## config.mk

```make
export PLATFORM = sky130hd
export DESIGN_NAME = muldiv_unit_flat
export DESIGN_NICKNAME = d
export VERILOG_FILES = /design/src/rtl/muldiv_pkg.sv /design/src/rtl/muldiv_if.sv /design/src/rtl/muldiv_iter_core.sv /design/src/rtl/muldiv_unit.sv /design/src/flat_wrapper.sv
export SDC_FILE = /design/constraint.sdc
export NUM_CORES = 1
export LEC_CHECK = 0
export CAP_MARGIN = 20
export CORE_ASPECT_RATIO = 1.75
export CORE_MARGIN = 2
export CORE_UTILIZATION = 39
export DETAILED_ROUTE_END_ITERATION = 8
export GPL_ROUTABILITY_DRIVEN = 0
export PLACE_DENSITY = 0.7
export SETUP_SLACK_MARGIN = 0.15
export SKIP_LAST_GASP = 1
export SLEW_MARGIN = 10
export SYNTH_ARGS = -nofsm -noshare
export SYNTH_HDL_FRONTEND = slang
export SYNTH_SLANG_ARGS = --single-unit
export TNS_END_PERCENT = 50
```

## constraint.sdc

```tcl
create_clock -name clk -period 7.5 [get_ports clk]
set_input_delay 0.75 -clock clk [delete_from_list [all_inputs] [get_ports clk]]
set_output_delay 0.75 -clock clk [all_outputs]
set_load 0.005 [all_outputs]
```

## src/rtl/muldiv_pkg.sv

```systemverilog
// Shared types, constants and op-decoding helpers for the RV32M multiply/divide unit.
package muldiv_pkg;

    localparam int XLEN           = 32;
    localparam int ITER           = 32;
    localparam int MULDIV_LATENCY = 33;

    typedef enum logic [2:0] {
        OP_MUL    = 3'd0,
        OP_MULH   = 3'd1,
        OP_MULHSU = 3'd2,
        OP_MULHU  = 3'd3,
        OP_DIV    = 3'd4,
        OP_DIVU   = 3'd5,
        OP_REM    = 3'd6,
        OP_REMU   = 3'd7
    } op_e;

    typedef enum logic [1:0] {
        IDLE = 2'd0,
        BUSY = 2'd1,
        DONE = 2'd2
    } state_e;

    function automatic logic is_div(op_e op);
        return op inside {OP_DIV, OP_DIVU, OP_REM, OP_REMU};
    endfunction

    function automatic logic is_rem(op_e op);
        return op inside {OP_REM, OP_REMU};
    endfunction

    function automatic logic a_signed(op_e op);
        return op inside {OP_MULH, OP_MULHSU, OP_DIV, OP_REM};
    endfunction

    function automatic logic b_signed(op_e op);
        return op inside {OP_MULH, OP_DIV, OP_REM};
    endfunction

endpackage

```

## src/rtl/muldiv_if.sv

```systemverilog
// Request/response bundle between the execute stage and the multiply/divide unit.
interface muldiv_if;
    import muldiv_pkg::*;

    // Handshake: start is taken only while busy=0 and kill=0; the requester holds the
    // instruction until done, which pulses for one cycle with result/rd_out/wb_enable valid.
    logic                start;
    logic [2:0]          op;
    logic [XLEN-1:0]     op_a;
    logic [XLEN-1:0]     op_b;
    logic [4:0]          rd_in;
    logic                kill;
    logic                busy;
    logic                done;
    logic [XLEN-1:0]     result;
    logic [4:0]          rd_out;
    logic                wb_enable;
    state_e              dbg_state;

    modport master (
        output start, op, op_a, op_b, rd_in, kill,
        input  busy, done, result, rd_out, wb_enable, dbg_state
    );

    modport slave (
        input  start, op, op_a, op_b, rd_in, kill,
        output busy, done, result, rd_out, wb_enable, dbg_state
    );

endinterface

```

## src/rtl/muldiv_iter_core.sv

```systemverilog
// One-bit-per-cycle datapath on operand magnitudes: shift-add multiply or restoring divide.
module muldiv_iter_core
    import muldiv_pkg::*;
(
    input  logic            clk,
    input  logic            reset,
    input  logic            load,
    input  logic            step,
    input  logic            mode,     // 1 = divide, 0 = multiply
    input  logic [XLEN-1:0] a_mag,
    input  logic [XLEN-1:0] b_mag,
    output logic [XLEN-1:0] hi,
    output logic [XLEN-1:0] lo
);

    logic [XLEN-1:0] hi_q, hi_d;
    logic [XLEN-1:0] lo_q, lo_d;
    logic [XLEN-1:0] b_q, b_d;
    logic [XLEN:0]   sum;
    logic [XLEN:0]   shifted;
    logic [XLEN:0]   diff;

    always_comb begin
        sum     = {1'b0, hi_q} + {1'b0, (lo_q[0] ? b_q : '0)};
        shifted = {hi_q, lo_q[XLEN-1]};
        diff    = shifted - {1'b0, b_q};
        hi_d    = hi_q;
        lo_d    = lo_q;
        b_d     = b_q;
        if (load) begin
            hi_d = '0;
            lo_d = a_mag;
            b_d  = b_mag;
        end else if (step) begin
            if (mode) begin
                // shifted < 2*b, so a borrow shows up in the top bit of diff
                if (!diff[XLEN]) begin
                    hi_d = diff[XLEN-1:0];
                    lo_d = {lo_q[XLEN-2:0], 1'b1};
                end else begin
                    hi_d = shifted[XLEN-1:0];
                    lo_d = {lo_q[XLEN-2:0], 1'b0};
                end
            end else begin
                hi_d = sum[XLEN:1];
                lo_d = {sum[0], lo_q[XLEN-1:1]};
            end
        end
    end

    always_ff @(posedge clk) begin
        if (reset) begin
            hi_q <= '0;
            lo_q <= '0;
            b_q  <= '0;
        end else begin
            hi_q <= hi_d;
            lo_q <= lo_d;
            b_q  <= b_d;
        end
    end

    assign hi = hi_q;
    assign lo = lo_q;

endmodule

```

## src/rtl/muldiv_unit.sv

```systemverilog
// RV32M execute unit: FSM, sign handling, divide-by-zero override and handshake around the iterative core.
module muldiv_unit
    import muldiv_pkg::*;
(
    input  logic     clk,
    input  logic     reset,
    muldiv_if.slave  bus
);

    localparam int CNT_W = $clog2(ITER + 1);

    state_e          state_q, state_d;
    logic [CNT_W-1:0] count_q, count_d;
    op_e             op_q, op_d;
    logic [4:0]      rd_q, rd_d;
    logic            neg_q, neg_d;
    logic            div_zero_q, div_zero_d;
    logic            done_q, done_d;
    logic [XLEN-1:0] result_q, result_d;

    op_e             op_in;
    logic            a_neg, b_neg;
    logic [XLEN-1:0] a_mag, b_mag;
    logic            load, step;
    logic [XLEN-1:0] acc_hi, acc_lo;
    logic [2*XLEN-1:0] prod_s;
    logic [XLEN-1:0] quot_s, rem_s, final_res;

    assign op_in = op_e'(bus.op);

    always_comb begin
        a_neg = a_signed(op_in) && bus.op_a[XLEN-1];
        b_neg = b_signed(op_in) && bus.op_b[XLEN-1];
        a_mag = a_neg ? -bus.op_a : bus.op_a;
        b_mag = b_neg ? -bus.op_b : bus.op_b;
    end

    muldiv_iter_core u_core (
        .clk   (clk),
        .reset (reset),
        .load  (load),
        .step  (step),
        .mode  (is_div(op_q)),
        .a_mag (a_mag),
        .b_mag (b_mag),
        .hi    (acc_hi),
        .lo    (acc_lo)
    );

    // Signed fix-up applied on the way into DONE
    always_comb begin
        prod_s = neg_q ? -{acc_hi, acc_lo} : {acc_hi, acc_lo};
        quot_s = div_zero_q ? '1 : (neg_q ? -acc_lo : acc_lo);
        rem_s  = neg_q ? -acc_hi : acc_hi;
        case (op_q)
            OP_MUL:                        final_res = prod_s[XLEN-1:0];
            OP_MULH, OP_MULHSU, OP_MULHU:  final_res = prod_s[2*XLEN-1:XLEN];
            OP_DIV, OP_DIVU:               final_res = quot_s;
            default:                       final_res = rem_s;
        endcase
    end

    always_comb begin
        state_d    = state_q;
        count_d    = count_q;
        op_d       = op_q;
        rd_d       = rd_q;
        neg_d      = neg_q;
        div_zero_d = div_zero_q;
        done_d     = 1'b0;
        result_d   = result_q;
        load       = 1'b0;
        step       = 1'b0;
        case (state_q)
            IDLE: begin
                if (bus.start && !bus.kill) begin
                    state_d    = BUSY;
                    load       = 1'b1;
                    count_d    = CNT_W'(ITER);
                    op_d       = op_in;
                    rd_d       = bus.rd_in;
                    neg_d      = is_rem(op_in) ? a_neg : (a_neg ^ b_neg);
                    div_zero_d = is_div(op_in) && (bus.op_b == '0);
                end
            end
            BUSY: begin
                if (bus.kill) begin
                    state_d = IDLE;
                end else if (count_q != '0) begin
                    step    = 1'b1;
                    count_d = count_q - 1'b1;
                end else begin
                    state_d  = DONE;
                    done_d   = 1'b1;
                    result_d = final_res;
                end
            end
            default: state_d = IDLE;
        endcase
    end

    always_ff @(posedge clk) begin
        if (reset) begin
            state_q    <= IDLE;
            count_q    <= '0;
            op_q       <= OP_MUL;
            rd_q       <= '0;
            neg_q      <= 1'b0;
            div_zero_q <= 1'b0;
            done_q     <= 1'b0;
            result_q   <= '0;
        end else begin
            state_q    <= state_d;
            count_q    <= count_d;
            op_q       <= op_d;
            rd_q       <= rd_d;
            neg_q      <= neg_d;
            div_zero_q <= div_zero_d;
            done_q     <= done_d;
            result_q   <= result_d;
        end
    end

    assign bus.busy      = (state_q != IDLE);
    assign bus.done      = done_q && !bus.kill;
    assign bus.wb_enable = bus.done && (rd_q != 5'd0);
    assign bus.result    = result_q;
    assign bus.rd_out    = rd_q;
    assign bus.dbg_state = state_q;

endmodule

```

## src/flat_wrapper.sv

```systemverilog
// flat-port wrapper written by rule: the top's interface ports become plain ports
module muldiv_unit_flat import muldiv_pkg::*;
  (clk, reset, bus_start, bus_op, bus_op_a, bus_op_b, bus_rd_in, bus_kill, bus_busy, bus_done, bus_result, bus_rd_out, bus_wb_enable, bus_dbg_state);
  muldiv_if bus_i ();
  input  logic clk;
  input  logic reset;
  input wire logic [$bits(bus_i.start)-1:0] bus_start;
  input wire logic [$bits(bus_i.op)-1:0] bus_op;
  input wire logic [$bits(bus_i.op_a)-1:0] bus_op_a;
  input wire logic [$bits(bus_i.op_b)-1:0] bus_op_b;
  input wire logic [$bits(bus_i.rd_in)-1:0] bus_rd_in;
  input wire logic [$bits(bus_i.kill)-1:0] bus_kill;
  output wire logic [$bits(bus_i.busy)-1:0] bus_busy;
  output wire logic [$bits(bus_i.done)-1:0] bus_done;
  output wire logic [$bits(bus_i.result)-1:0] bus_result;
  output wire logic [$bits(bus_i.rd_out)-1:0] bus_rd_out;
  output wire logic [$bits(bus_i.wb_enable)-1:0] bus_wb_enable;
  output wire logic [$bits(bus_i.dbg_state)-1:0] bus_dbg_state;
  assign bus_i.start = bus_start;
  assign bus_i.op = bus_op;
  assign bus_i.op_a = bus_op_a;
  assign bus_i.op_b = bus_op_b;
  assign bus_i.rd_in = bus_rd_in;
  assign bus_i.kill = bus_kill;
  assign bus_busy = bus_i.busy;
  assign bus_done = bus_i.done;
  assign bus_result = bus_i.result;
  assign bus_rd_out = bus_i.rd_out;
  assign bus_wb_enable = bus_i.wb_enable;
  assign bus_dbg_state = bus_i.dbg_state;
  muldiv_unit u_core (.clk(clk), .reset(reset), .bus(bus_i));
endmodule
```

# After elaboration in Yosys (flattened, before gate mapping)

Cells that the tools add are included.

Flip-flop bits (word level): 147
Input port bits: 76
Output and inout port bits: 42
Word-level logic and storage cells: 98

$add $sub $neg: 8
Eq/ne operators: 18
Mux-type cells: 29
Bitwise operators: 4
Reduce and logical (&&, ||, !) cells: 28

Operator list:

| kind                                                                    | count |
|---|---|
| 32-bit 2-to-1 mux                                                       | 11 |
| 32-bit negator                                                          | 4 |
| 32-bit one-hot mux with 3 select lines                                  | 1 |
| 64-bit 2-to-1 mux                                                       | 1 |
| 64-bit negator                                                          | 1 |
| 32-bit by 32-bit adder with 33-bit output                               | 1 |
| 33-bit by 32-bit subtractor with 33-bit output                          | 1 |
| 32-bit zero test                                                        | 1 |
| 3-bit equality test, second input constant                              | 8 |
| 6-bit 2-to-1 mux                                                        | 3 |
| 6-bit one-hot mux with 2 select lines                                   | 1 |
| 4-bit nonzero test                                                      | 3 |
| 3-bit by 2-bit equality test with 1-bit output, second input constant   | 3 |
| 1-bit 2-to-1 mux                                                        | 8 |
| 2-bit nonzero test                                                      | 4 |
| 3-bit by 1-bit equality test with 1-bit output, second input constant   | 2 |
| 1-bit logical AND                                                       | 6 |
| 2-bit 2-to-1 mux                                                        | 3 |
| 6-bit nonzero test                                                      | 1 |
| 3-bit OR reduction                                                      | 2 |
| 6-bit by 1-bit subtractor with 6-bit output, second input constant      | 1 |
| 5-bit nonzero test                                                      | 1 |
| 2-bit by 1-bit inequality test with 1-bit output, second input constant | 2 |
| 2-bit one-hot mux with 2 select lines                                   | 1 |
| other kinds (13)                                                        | 17 |

# Longest topological paths before layout

Gate-level depths: netlist (run 1).

Word-level depth: 6
Depth in mapped cells: 15
Mapped depth without buffers: 13

# Modules after synthesis

From an unflattened synthesis (run 1), not the netlist that was laid out.

Cells, all modules: 1,921
Area, all modules: 14,133.6 um^2

Modules (own cells, without submodules):

| module           | instances | cells an instance | area an instance (um^2) | sequential area each (um^2) |
|---|---|---|---|---|
| muldiv_iter_core | 1         | 1,044             | 8,172.8                 | 1,921.8 |
| muldiv_unit      | 1         | 877               | 5,960.7                 | 1,021.0 |

# Least setup slack after synthesis (run 1)

Ideal clock, no wire load.

Kind: register to register
Start point: reg u_core.u_core.lo_q[0], in the netlist u_core.u_core.lo[0]
End point: reg u_core.u_core.hi_q[29], in the netlist u_core.u_core.hi[29]
Setup time: 0.122 ns
Arrival time: 3.267 ns
Required time: 7.378 ns
Setup slack: 4.110 ns
Cell stages (with the launch flop): 15
Buffers on the path: 1
Period minus slack after synthesis: 3.390 ns
Path through: dfxtp_1 -> inv_1 -> clkbuf_1 -> nor2_1 -> ha_1 -> and3_1 -> a31o_2 -> a21oi_1 -> o31ai_1 -> a211oi_1 -> o21ai_0 -> a221o_1 -> a221oi_1 -> o211a_1 -> a211oi_1

Word-level cells in the longest chain between the ends: 3

RTL lines:

| element                                   | line                   | RTL |
|---|---|---|
| start, declared                           | muldiv_iter_core.sv:17 | `logic [XLEN-1:0] lo_q, lo_d;` |
| start signal, assigned                    | muldiv_iter_core.sv:58 | `lo_q <= lo_d;` |
| 32-bit 2-to-1 mux                         | muldiv_iter_core.sv:24 | `sum = {1'b0, hi_q} + {1'b0, (lo_q[0] ? b_q : '0)};` |
| 32-bit by 32-bit adder with 33-bit output | muldiv_iter_core.sv:24 |  |
| 32-bit 2-to-1 mux                         | muldiv_iter_core.sv:35 | `if (mode) begin` |
| end signal, assigned                      | muldiv_iter_core.sv:57 | `hi_q <= hi_d;` |
| end, declared                             | muldiv_iter_core.sv:16 | `logic [XLEN-1:0] hi_q, hi_d;` |

Every way passes these cells.
A chain may end at the register's enable or synchronous reset.

# Final worst setup path (run 1)

Start point: reg u_core.u_core.hi_q[0], in the netlist u_core.u_core.hi[0]
End point: reg u_core.u_core.hi_q[29], in the netlist u_core.u_core.hi[29]

Word-level cells in the longest chain between the ends: 3
Elaborated cells on any way between the ends: 4
Those cells by class: add/sub (2); mux (2)

RTL lines:

| element                                        | line                   | RTL |
|---|---|---|
| 33-bit by 32-bit subtractor with 33-bit output | muldiv_iter_core.sv:26 | `diff = shifted - {1'b0, b_q};` |
| 32-bit 2-to-1 mux                              | muldiv_iter_core.sv:37 | `if (!diff[XLEN]) begin` |
| 32-bit 2-to-1 mux *                            | muldiv_iter_core.sv:35 |  |

Mark *: on every way between the ends. The rest lies on a longest branch, timed or not.

==> results of run 1 <==
==> per-stage QoR <==
step | power (mW) | setup slack, ns
floorplan | 1.338 | 4.110
global placement | 1.565 | 2.855
detailed placement | 1.571 | 2.741
CTS | 2.448 | 2.673
global route | 2.559 | 2.435
finish | 2.457 | 2.721
==> worst max path at each step <==
stage                                end  slack, ns  depth (start not counted)
floorplan           u_core.u_core.hi[29]       4.11                         14
global placement    u_core.u_core.hi[29]       2.85                         13
detailed placement  u_core.u_core.hi[29]       2.74                         13
CTS                 u_core.u_core.hi[29]       2.67                         13
global route        u_core.u_core.hi[29]       2.44                         12
finish              u_core.u_core.hi[29]       2.72                         12
==> power breakdown <==
part | switching (mW) | internal (mW) | total [mW]
sequential | 0.0532 | 0.817 | 0.870
combinational | 0.436 | 0.273 | 0.709
clock | 0.413 | 0.465 | 0.878
==> critical path, delay by kind of cell, from the launching register on <==
kind            cells  cell delay (ns)
flops               1             0.68
compound gates      5             1.45
simple gates        5             1.89
fa+ha+maj           1             0.45
buf+inv             1             0.21
==> kinds of logic (layout without fill, tap and decap cells) <==
group                    count (synthesis)  count (layout)  share of synthesized area
AND/OR/NAND/NOR                        570             570                     0.2016
XOR/XNOR                               190             190                     0.1239
flip-flops                             147             147                     0.2191
multiplexers                            38              38                    0.02841
adder cells (fa/ha/maj)                 72              72                    0.06819
buffers and inverters                  190             225                    0.05469
AO/OA/AOI/OAI                          621             621                     0.3041
==> layout make-up <==
class,instances,share of cell area
Multi-Input combinational cell,1491,0.6332
Timing Repair Buffer,134,0.08517
Clock inverter,14,0.01006
Sequential cell,147,0.1911
Inverter,59,0.01436
Clock buffer,18,0.02920
Tap cell,455,0.03690
==> per-layer routing <==
layer / GRT usage / up-vias
li1: - / 6709
met1: 0.2545 / 6575
met2: 0.4919 / 595
met3: 0.04413 / 243
met4: 0.2521 / 0
met5: 0 / -
==> state kept, by name, indices dropped and copies added, names as in the netlist <==
signal / flops
u_core.bus.result: 32
u_core.bus.dbg_state: 2
u_core.div_zero_q: 1
u_core.u_core.lo: 32
u_core.u_core.b_q: 32
u_core.neg_q: 1
u_core.bus.rd_out: 5
u_core.count_q: 6
u_core.u_core.hi: 32
u_core.done_q: 1
u_core.op_q: 3
==> cells in the final DEF, fill, tap and decap left out, drive strengths merged, types with 20 or more instances in the layout <==
cell           count
a211oi            84
a21o              41
a21oi            147
a31oi             20
clkdlybuf4s50    116
dfxtp            147
ha                70
inv               65
mux2i             37
nand2            153
nand3             26
nor2             212
nor3              40
o21a              21
o21ai            151
o31ai             35
xnor2             95
xor2              95
==> results by group, run 1 <==
Timing
  – RSZ-0062 raised after global routing: no
  – Rel. slew slack: 0.2614
  – Fmax: 0.2092 GHz
  – Post-route minimum period: 4.779 ns
  – Setup_tns: 0 ns
  – # setup viols final: 0
  – Final Hold Violating Endpoints: 0
  – Clock skew: 0.01704 ns
  – Post-route clock period utilization: 0.6373
  – WHS: 0.4405 ns
  – Least-Margin Pin Slew: 1.104 ns
  – Pins Over Slew Limit: 0

Routing
  – Avg WL per Cell: 21.26 um
  – Met3 wire length: 2.540 mm
  – Met2 WL: 25.51 mm
  – Final ANT Viol Nets: 0
  – Wirelength, routed: 49.28 mm
  – Met1 Wirelength: 16.00 mm
  – Drt via density: 6.092
  – TritonRoute pass-1 iters: 6
  – Top Metal Used: met4
  – Drt first-iter violations: 1,050
  – DR vias: 14,120
  – DRC viols: 0

Setup path
  – Worst path max stage delay: 0.68 ns
  – Critical Path AT: 5.15 ns
  – Crit-path slowest cell: dfxtp_1
  – Worst Path Max Fanout: 18
  – Worst Reg-to-Reg Cells: 12
  – Setup crit start: u_core.u_core.hi[0]
  – Flop2flop setup slack: 2.72 ns
  – Critical path type: reg -> reg
  – Nature of the critical path startpoint: register
  – CP Capture Type: register
  – CP cell instances: inv_1 > fa_1 > nand2b_1 > a21oi_1 > o21ai_0 > a31oi_1 > nand4_1 > a211oi_2 > or3_1 > nand2_1 > or3_1 > a211oi_1
  – Reg2reg end: u_core.u_core.hi[29]
  – Most frequent CP cell: or3_1
  – CP Data Required Time: 7.87 ns
  – Reg2reg start: u_core.u_core.hi[0]

Floorplan
  – Core Box Area: 33,850 um^2
  – Starting Density: 0.3967
  – Die Ht: 249.5 um
  – Die Span X: 144.3 um
  – Die area: 36,000 um^2
  – IO Pins: 118
  – Row cnt: 89

Yosys
  – Ys Warns: 0
  – Synth area leader: dfxtp_1
  – Top-area cell type share of the netlist area: 0.2191
  – Largest cells by area after synthesis: dfxtp_1, ha_1, xnor2_1
  – FFs w/ async S/R, synth: 0
  – Syn_nets: 1,976
  – Commonest cells post-synth: nor2_1, nand2_1, a21oi_1, dfxtp_1, o21ai_0
  – Post-Syn Area: 13,430 um^2
  – FF+latch count, synth: 147
  – Synth unique cells: 84
  – Cells after synthesis: 1,828
  – Dominant synthesized flop cell: dfxtp_1
  – Seq/Total Area, Yosys: 0.2191
  – EDFF count, synth: 0
  – Avg Cell Area, Syn: 7.347 um^2
  – Most common cell in the netlist: nor2_1

Clock network
  – CTS Buf Count: 17
  – Hold buffers post-CTS: 0
  – CTS tree: yes
  – CTS Buffer Depth: 2
  – CTS Root Cell: clkbuf_16
  – Clock Latency Late Sink: 0.46 ns
  – # H-tree levels: 4
  – Setup Buffers After CTS: 0
  – # clock sinks: 147
  – # resized after CTS: 0
  – Worst-path clk slew: 0.07 ns

GRT
  – Gr usage total: 0.2730
  – Vias in the first global route: 13,810
  – Initial antenna violation count: 0
  – First-pass GRT wire length: 75.31 mm
  – Largest net degree at the start of global routing: 95
  – Grt total ovfl: 0

Finish
  – Fin area: 15,430 um^2
  – Reg area: 2948 um^2
  – Fin cells: 2,318
  – Layout overhead on the synthesized area: 14.86%
  – Diode count: 0
  – Fin util: 0.4557
  – Nets: 1,998
  – FILL cells: 3,438
  – Multi-input gate area: 9768 um^2
  – Layout cell share with drive strength beyond 1: 0.04563

Place
  – DP Cell Count: 2,284
  – Hpwl dp: 37.24 mm
  – Buffers on Ports: 117
  – Cell Area, Placed: 14,790 um^2

Min path
  – HP Class: reg -> reg
  – Hold_sp: u_core.bus.result[1]
  – Hold path cells: 2
  – End of the worst hold path: u_core.bus.result[1]

Power and ir drop
  – Max VDD drop: 0.0001729 V
  – Power per Cell Area: 159.3 nW/um^2
  – Lkg Pwr: 5.891 nW

Run
  – Max cap viols: 0

Outcome
  – Status: finished, final reports clean
Power figures use the tool's default switching activity.
==> inputs of run 2 (changes only) <==
Settings changed: PLACE_DENSITY 0.7 to 0.72.
Clock period 7.5 ns to 4.3 ns, I/O delays scaled along.
==> run 2 against run 1 <==
  * Register-to-register slack got worse by 2.4 ns
  * Wire length rose by 1.2%
  * Worst hold slack got worse by 0.11 ns
  * Non-clock buffer count rose by 35
  * Fmax rose by 20%
  * Clock power rose by 73%
  * Sequential share of layout area fell by 0.33 points
==> results by group, run 2 (same netlist as run 1, synthesis figures left out) <==
Outcome
  – Status: finished, final reports clean

Finish
  – Commonest non-fill, non-tap cell in the layout: nor2_1
  – Layout overhead on the synthesized area: 16.90%
  – FILL cells: 3,389
  – Diode count: 0
  – Most used cells in the layout excluding fill and tap cells: nor2_1, nand2_1, a21oi_1, dfxtp_1, o21ai_0
  – Nets: 2,033
  – Fin area: 15,700 um^2
  – Multi-input gate area: 9783 um^2
  – Fin cells: 2,353
  – Reg area: 2948 um^2
  – Layout cell share with drive strength beyond 1: 0.06481

Clock network
  – Worst-path clk slew: 0.08 ns
  – CTS tree: yes
  – Clock Latency Late Sink: 0.46 ns
  – # clock sinks: 147
  – CTS Root Cell: clkbuf_16
  – # H-tree levels: 4
  – CTS Buf Count: 17
  – CTS Buffer Depth: 2
  – Hold buffers post-CTS: 0

Setup path
  – Critical path type: reg -> reg
  – Critical Path AT: 4.26 ns
  – Nature of the critical path startpoint: register
  – CP Data Required Time: 4.59 ns
  – Worst Path Max Fanout: 7
  – CP Capture Type: register

Power and ir drop
  – Net Switching: 1.598 mW
  – Lkg Pwr: 6.070 nW
  – Clock share of power: 0.354
  – Switching share of power: 0.3710
  – Sequential share of power: 0.354
  – Power per Cell Area: 274.4 nW/um^2
  – Comb pwr share: 0.292
  – Max VDD drop: 0.0002981 V
  – Internal power: 2.709 mW

Routing
  – TritonRoute pass-1 iters: 8
  – Final ANT Viol Nets: 0
  – Wirelength, routed: 49.88 mm
  – Drt first-iter violations: 1,309
  – DRC viols: 0
  – Avg WL per Cell: 21.20 um
  – Drt via density: 6.107
  – DR vias: 14,370

GRT
  – Largest net degree at the start of global routing: 136
  – Initial antenna violation count: 0
  – Grt total ovfl: 0
  – Gr usage total: 0.2763
  – Vias in the first global route: 13,850
  – First-pass GRT wire length: 76.86 mm

Timing
  – Clock skew: 0.01657 ns
  – Setup_tns: 0 ns
  – Final Hold Violating Endpoints: 0
  – Least-Margin Pin Slew: 1.206 ns
  – # setup viols final: 0
  – Fmax: 0.2516 GHz
  – WHS: 0.3311 ns
  – Rel. slew slack: 0.1962
  – Pins Over Slew Limit: 0
  – RSZ-0062 raised after global routing: no
  – Final worst slack: 0.3256 ns
  – Post-route clock period utilization: 0.9243
  – Post-route minimum period: 3.974 ns

Min path
  – HP Class: in -> reg

Floorplan
  – Core Box Area: 33,850 um^2
  – Die Span X: 144.3 um
  – Die Ht: 249.5 um
  – Die area: 36,000 um^2
  – Row cnt: 89
  – IO Pins: 118
  – Starting Density: 0.3967

Place
  – DP Cell Count: 2,319
  – Cell Area, Placed: 15,060 um^2
  – Buffers on Ports: 117
  – Setup Slack @ Placement: 0.1275 ns
  – Hpwl dp: 37.81 mm

Run
  – Max cap viols: 0
run 2: path summary, 6_finish.rpt:
check | depth (start not counted) | start | to | slack [ns]
setup / recovery | 10 | u_core.u_core.hi[1] | u_core.bus.result[19] | 0.33
hold / removal | 2 | reset | u_core.count_q[0] | 0.33
setup reg to reg | 10 | u_core.u_core.hi[1] | u_core.bus.result[19] | 0.33
hold reg to reg | 2 | u_core.bus.result[1] | u_core.bus.result[1] | 0.45
run 2: repair_timing:
action	CTS	global route
gates resized for setup	1	3
buffers inserted	0	0
setup endpoints to repair	2	9
run 2: power groups by stage:
stage	Combinational, mW	Sequential [mW]	Clock, mW
2_1_floorplan	0.836	1.50	0
3_3_place_gp	1.20	1.55	0
3_5_place_dp	1.21	1.55	0
4_1_cts	1.22	1.52	1.54
5_1_grt	1.36	1.53	1.60
6_report	1.26	1.53	1.52
run 2: critical path: stages, from the launching register on:
cell and delay [ns]:
dfxtp_1 0.35, buf_4 0.18, or4_4 0.56, or3_1 0.39
nand2b_1 0.27, o31ai_1 0.54, nand2_1 0.24, nor2_1 0.18
xnor2_1 0.07, a221oi_1 0.82, a211oi_1 0.19
run 2: final cells by class:
class                      instances  area share
multi-input combinational       1491      0.6231
sequential                       147      0.1878
timing repair buffer             169     0.09978
tap                              455     0.03626
clock buffer                      17     0.02710
inverter                          59     0.01411
clock inverter                    15     0.01187
run 2: per-layer routing:
metal	share of wire	wire length [um]	GRT usage
met4	0.098	4906	0.2308
met5	0	0	0
met1	0.32	16210	0.2641
met3	0.056	2804	0.04298
met2	0.52	25960	0.5033
run 2: metrics by stage:
stage	power (mW)	util
global route	4.490	0.4638
finish	4.308	0.4638
CTS	4.289	0.4630
global placement	2.748	0.4449
floorplan	2.334	-
detailed placement	2.764	0.4449
